--- config.mk ---
export PLATFORM = sky130hd
export DESIGN_NAME = kernel_loader
export DESIGN_NICKNAME = d
export VERILOG_FILES = /design/src/rtl/kernel_loader.sv
export SDC_FILE = /design/constraint.sdc
export NUM_CORES = 1
export LEC_CHECK = 0
export ABC_AREA = 0
export ABC_CLOCK_PERIOD_IN_PS = 7300
export BUFFER_PORTS_ARGS = -buffer_cell sky130_fd_sc_hd__buf_2
export CORE_ASPECT_RATIO = 1.75
export CORE_MARGIN = 1
export CORE_UTILIZATION = 65
export DETAILED_ROUTE_END_ITERATION = 10
export PLACE_DENSITY = 0.87
export SKIP_CTS_REPAIR_TIMING = 1
export SYNTH_ARGS = -nofsm -noshare
export SYNTH_HDL_FRONTEND = slang
export SYNTH_SLANG_ARGS = --single-unit
--- constraint.sdc ---
create_clock -name clk -period 7.3 [get_ports clk]
set_input_delay 1.095 -clock clk [delete_from_list [all_inputs] [get_ports clk]]
set_output_delay 1.095 -clock clk [all_outputs]
set_load 0.01 [all_outputs]
--- src/rtl/kernel_loader.sv ---
// Kernel loader: buffers one lane of weight triples, then replays them as a contiguous burst per shifter lane.
// Optional abort input is enabled by defining KERNEL_LOADER_ABORT_EN.
module kernel_loader #(
  parameter int IO_DATA_WIDTH = 16,
  parameter int NB_LANES      = 12,
  parameter int LOAD_CYCLES   = 8
) (
  input  logic                     clk,
  input  logic                     arst_n_in,
  input  logic                     start,
`ifdef KERNEL_LOADER_ABORT_EN
  input  logic                     abort,
`endif
  input  logic [IO_DATA_WIDTH-1:0] din_1,
  input  logic [IO_DATA_WIDTH-1:0] din_2,
  input  logic [IO_DATA_WIDTH-1:0] din_3,
  input  logic                     din_valid,
  output logic                     din_ready,
  output logic [IO_DATA_WIDTH-1:0] v_1,
  output logic [IO_DATA_WIDTH-1:0] v_2,
  output logic [IO_DATA_WIDTH-1:0] v_3,
  output logic [NB_LANES-1:0]      LE_select,
  output logic                     busy,
  output logic                     done
);

  localparam int CW = $clog2(LOAD_CYCLES);
  localparam int LW = (NB_LANES > 1) ? $clog2(NB_LANES) : 1;
  localparam int TW = 3 * IO_DATA_WIDTH;

  typedef enum logic [1:0] {
    IDLE  = 2'd0,
    FILL  = 2'd1,
    BURST = 2'd2,
    DONE  = 2'd3
  } state_e;

  state_e            state_q, state_d;
  logic [LW-1:0]     lane_q, lane_d;
  logic [CW-1:0]     fill_cnt_q, fill_cnt_d;
  logic [CW-1:0]     burst_cnt_q, burst_cnt_d;
  logic [TW-1:0]     v_q, v_d;
  logic [NB_LANES-1:0] le_q, le_d;
  logic              din_ready_q, din_ready_d;
  logic              busy_q, busy_d;
  logic              done_q, done_d;
  logic [TW-1:0]     buf_q [LOAD_CYCLES];
  logic [TW-1:0]     buf_d [LOAD_CYCLES];
  logic              xfer;
  logic              abort_req;
  logic [CW-1:0]     next_idx;

`ifdef KERNEL_LOADER_ABORT_EN
  assign abort_req = abort;
`else
  assign abort_req = 1'b0;
`endif

  assign xfer     = din_valid && din_ready_q;
  assign next_idx = burst_cnt_q + CW'(1);

  always_comb begin
    buf_d = buf_q;
    if (xfer) begin
      buf_d[fill_cnt_q] = {din_1, din_2, din_3};
    end
  end

  // Buffer contents are don't-care after reset, so it carries no reset term.
  always_ff @(posedge clk) begin
    buf_q <= buf_d;
  end

  always_comb begin
    state_d     = state_q;
    lane_d      = lane_q;
    fill_cnt_d  = fill_cnt_q;
    burst_cnt_d = burst_cnt_q;
    v_d         = v_q;
    le_d        = le_q;
    din_ready_d = din_ready_q;
    busy_d      = busy_q;
    done_d      = 1'b0;

    case (state_q)
      IDLE: begin
        if (start) begin
          state_d     = FILL;
          lane_d      = '0;
          fill_cnt_d  = '0;
          busy_d      = 1'b1;
          din_ready_d = 1'b1;
        end
      end
      FILL: begin
        if (xfer) begin
          fill_cnt_d = fill_cnt_q + CW'(1);
          // Entry 0 was written on an earlier edge, so the burst can start straight from it.
          if (fill_cnt_q == CW'(LOAD_CYCLES - 1)) begin
            state_d     = BURST;
            burst_cnt_d = '0;
            din_ready_d = 1'b0;
            le_d        = NB_LANES'(1) << lane_q;
            v_d         = buf_q[0];
          end
        end
      end
      BURST: begin
        if (burst_cnt_q == CW'(LOAD_CYCLES - 1)) begin
          le_d        = '0;
          burst_cnt_d = '0;
          if (lane_q == LW'(NB_LANES - 1)) begin
            state_d = DONE;
            done_d  = 1'b1;
            busy_d  = 1'b0;
            lane_d  = '0;
          end else begin
            state_d     = FILL;
            lane_d      = lane_q + LW'(1);
            fill_cnt_d  = '0;
            din_ready_d = 1'b1;
          end
        end else begin
          burst_cnt_d = next_idx;
          v_d         = buf_q[next_idx];
        end
      end
      DONE: begin
        state_d = IDLE;
      end
      default: begin
        state_d = IDLE;
      end
    endcase

    // Abort drops the load without a done pulse; v holds so the shifter keeps recirculating.
    if (abort_req && (state_q == FILL || state_q == BURST)) begin
      state_d     = IDLE;
      lane_d      = '0;
      fill_cnt_d  = '0;
      burst_cnt_d = '0;
      v_d         = v_q;
      le_d        = '0;
      din_ready_d = 1'b0;
      busy_d      = 1'b0;
      done_d      = 1'b0;
    end
  end

  always_ff @(posedge clk or negedge arst_n_in) begin
    if (!arst_n_in) begin
      state_q     <= IDLE;
      lane_q      <= '0;
      fill_cnt_q  <= '0;
      burst_cnt_q <= '0;
      v_q         <= '0;
      le_q        <= '0;
      din_ready_q <= 1'b0;
      busy_q      <= 1'b0;
      done_q      <= 1'b0;
    end else begin
      state_q     <= state_d;
      lane_q      <= lane_d;
      fill_cnt_q  <= fill_cnt_d;
      burst_cnt_q <= burst_cnt_d;
      v_q         <= v_d;
      le_q        <= le_d;
      din_ready_q <= din_ready_d;
      busy_q      <= busy_d;
      done_q      <= done_d;
    end
  end

  assign v_1       = v_q[TW-1:2*IO_DATA_WIDTH];
  assign v_2       = v_q[2*IO_DATA_WIDTH-1:IO_DATA_WIDTH];
  assign v_3       = v_q[IO_DATA_WIDTH-1:0];
  assign LE_select = le_q;
  assign din_ready = din_ready_q;
  assign busy      = busy_q;
  assign done      = done_q;

endmodule

==> flow_summary.json <==
{
  "grt_max_degree": 64,
  "syn_to_final_growth_pct": 12.3,
  "async_flop_share": 0.163,
  "drt_first_pass_iters": 5,
  "r2r_start": "burst_cnt_q[0]$_DFFE_PN0P_",
  "place_area_um2": 18900,
  "initial_utilization": 0.660,
  "r2r_setup_slack_ns": 3.75,
  "maxCapViolCount": 0,
  "skew_ns": 0.0116,
  "cp.required_ns": 7.74,
  "synth_cells": 924,
  "cts_tree": "built",
  "routedWlPerCell_um": 26.0,
  "finalCritPeriodShare": 0.486,
  "seq_area_frac_synth": 0.746,
  "timing.hold.ws_ns": 0.403,
  "hold_viol": 0,
  "grt_pass1_vias": 9960,
  "setup_tns_ns": 0,
  "ios": 115,
  "rsz0062_at_grt": "no",
  "fin_nets": 1102,
  "post_route_cells_drive_above_1_share": 0.282,
  "fin_util": 0.742,
  "critPathMaxFanout": 55,
  "synth_cell_type_count": 36,
  "yosysTopAreaCellShare": 0.642,
  "worstSetupStartpointType": "flop",
  "p_leak_nw": 7.02,
  "critPathKind": "reg -> reg",
  "synthesis.area_um2": 18000,
  "cp_slowest_stage_delay_ns": 0.75,
  "hold_class": "in -> async",
  "core_um2": 27200,
  "drcViolationCount": 0,
  "tightest_slew_ns": 1.04,
  "synth_area_leaders": "edfxtp_1 (64%), mux4_2 (12%), dfrtp_1 (10%)",
  "fill_cells": 1535,
  "total_power_mw": 7.32,
  "grt_usage": 0.278,
  "slowest_stage": "buf_4",
  "synthFlopType": "edfxtp_1",
  "grt_overflow": 0,
  "die_area_um2": 28300,
  "synth_area_per_cell_um2": 19.5,
  "num_rows": 80,
  "vias": 9235,
  "fmax_mhz": 282,
  "synth_area_leader_cell": "edfxtp_1",
  "crit_path_frequent_cell": "ha_4",
  "design_area_um2": 20200,
  "gp_congestion": 0.756,
  "root_buffer": "clkbuf_16",
  "synth_seq_cells": 459,
  "r2r-end": "v_q[34]$_DFFE_PN0P_",
  "status": "complete, no violations",
  "r2r_cells": 7,
  "clk_pin_slew_ns": 0.07,
  "yosysWarnings": 0,
  "worstSetupEndpointType": "flop",
  "synth_edf_count": 384,
  "synth_fp_nets": 986,
  "peakVddDrop_mv": 0.277,
  "drtAntennaViolNets": 0,
  "drv_slew": 0,
  "max-slew-margin-rel": 0.307,
  "drtIter0Drc": 781,
  "post-route-min-period_ns": 3.55,
  "portBuffers": 114,
  "die_w_um": 128,
  "p_per_area_nw_per_um2": 363,
  "clockBufferDepth": 3,
  "cts_sinks": 459,
  "cts_buffers": 39,
  "antenna_found_initial": 6,
  "htreeDepth": 2,
  "arrival_ns": 3.99,
  "wl_um": 37500,
  "setup_viol": 0,
  "grt_pass1_wl_um": 56800,
  "hpwl_um": 20000,
  "via_per_inst": 6.39,
  "cp_cell_sequence": "ha_4, ha_4, buf_4, mux4_2, mux2i_1, a211oi_1, a21o_1",
  "clock_latency_ns": 0.55,
  "dieHeight_um": 222
}
critical path, delay by kind of cell, from the launching register on:
kind,cells,cell delay (ns)
adders and majority gates,2,0.95
buffers and inverters,1,0.75
DFF,1,0.71
muxes,2,0.60
AOI/OAI and AO/OA,2,0.34
per-layer routing:
metal	GRT usage	wire length, µm	vias to the layer above
met1	0.323	13500	4811
li1	-	-	3945
met3	0.0487	2090	96
met2	0.489	20300	381
met5	0	16	-
met4	0.150	1590	2
cell type report:
type                            instances  area, µm²  area share
Clock buffer                           54       1100      0.0547
Antenna cell                            6       15.0    0.000744
Multi-Input combinational cell        392       4290       0.212
Timing Repair Buffer                  132        708      0.0351
Inverter                               16       60.1     0.00297
Clock inverter                         17        146     0.00725
Tap cell                              369        462      0.0229
Sequential cell                       459      13400       0.664
Yosys cell counts, types with 14 or more instances:
cell and instances:
clkbuf_1 20, mux4_2 96, inv_1 16, dfrtp_1 75, a211oi_1 48, a21o_1 49, nor2_1 58, buf_2 23
edfxtp_1 384, o21ai_0 19, nand3_1 15, nand2_1 14, mux2i_1 49
state kept, by name (all words and copies together), names as in the netlist:
name,flops
din_ready,1
v_q,48
burst_cnt_q,3
busy,1
LE_select,12
state_q,2
lane_q,4
fill_cnt_q,3
buf_q,384
done,1
cells by family (layout without fill, tap and decap cells):
group,after synthesis,after routing,synth area share
compound gates,130,130,0.0520
xor+xnor,1,1,0.000487
fa+ha+maj,10,10,0.00696
buf+inv,73,219,0.0211
flops,459,459,0.746
mux,145,145,0.148
other cells,0,6,0
simple gates,106,106,0.0259
metrics by stage:
stage / setup slack [ns] / instances
6_report: 3.75 / 1445
4_1_cts: 3.69 / 1439
2_1_floorplan: 2.25 / 924
3_5_place_dp: 3.76 / 1368
5_1_grt: 3.60 / 1443
3_3_place_gp: 3.82 / 1368
cells in the final DEF (no fill, tap or decap), types with 19 or more instances in the layout:
cell	synthesis	final
buf_4	11	19
o21ai_0	19	19
mux4_2	96	96
mux2i_1	49	49
dfrtp_1	75	74
a211oi_1	48	48
edfxtp_1	384	384
clkbuf_16	0	41
buf_2	23	113
nor2_1	58	52
a21o_1	49	49
how the worst max path moves through the flow:
stage	startpoint	to	slack [ns]	cells past startpoint
floorplan	din_valid	buf_q[336]$_DFFE_PP_	2.25	2
global placement	burst_cnt_q[0]$_DFFE_PN0P_	v_q[7]$_DFFE_PN0P_	3.82	7
detailed placement	burst_cnt_q[0]$_DFFE_PN0P_	v_q[27]$_DFFE_PN0P_	3.76	7
CTS	burst_cnt_q[0]$_DFFE_PN0P_	v_q[34]$_DFFE_PN0P_	3.69	7
global route	burst_cnt_q[0]$_DFFE_PN0P_	v_q[34]$_DFFE_PN0P_	3.60	7
finish	burst_cnt_q[0]$_DFFE_PN0P_	v_q[34]$_DFFE_PN0P_	3.75	7
where the power goes:
group | switching (mW) | internal (mW)
Combinational | 0.926 | 0.783
Sequential | 0.252 | 3.32
Clock | 0.906 | 1.14
Total | 2.08 | 5.24
Note: power is estimated with default switching activity, not from simulation.
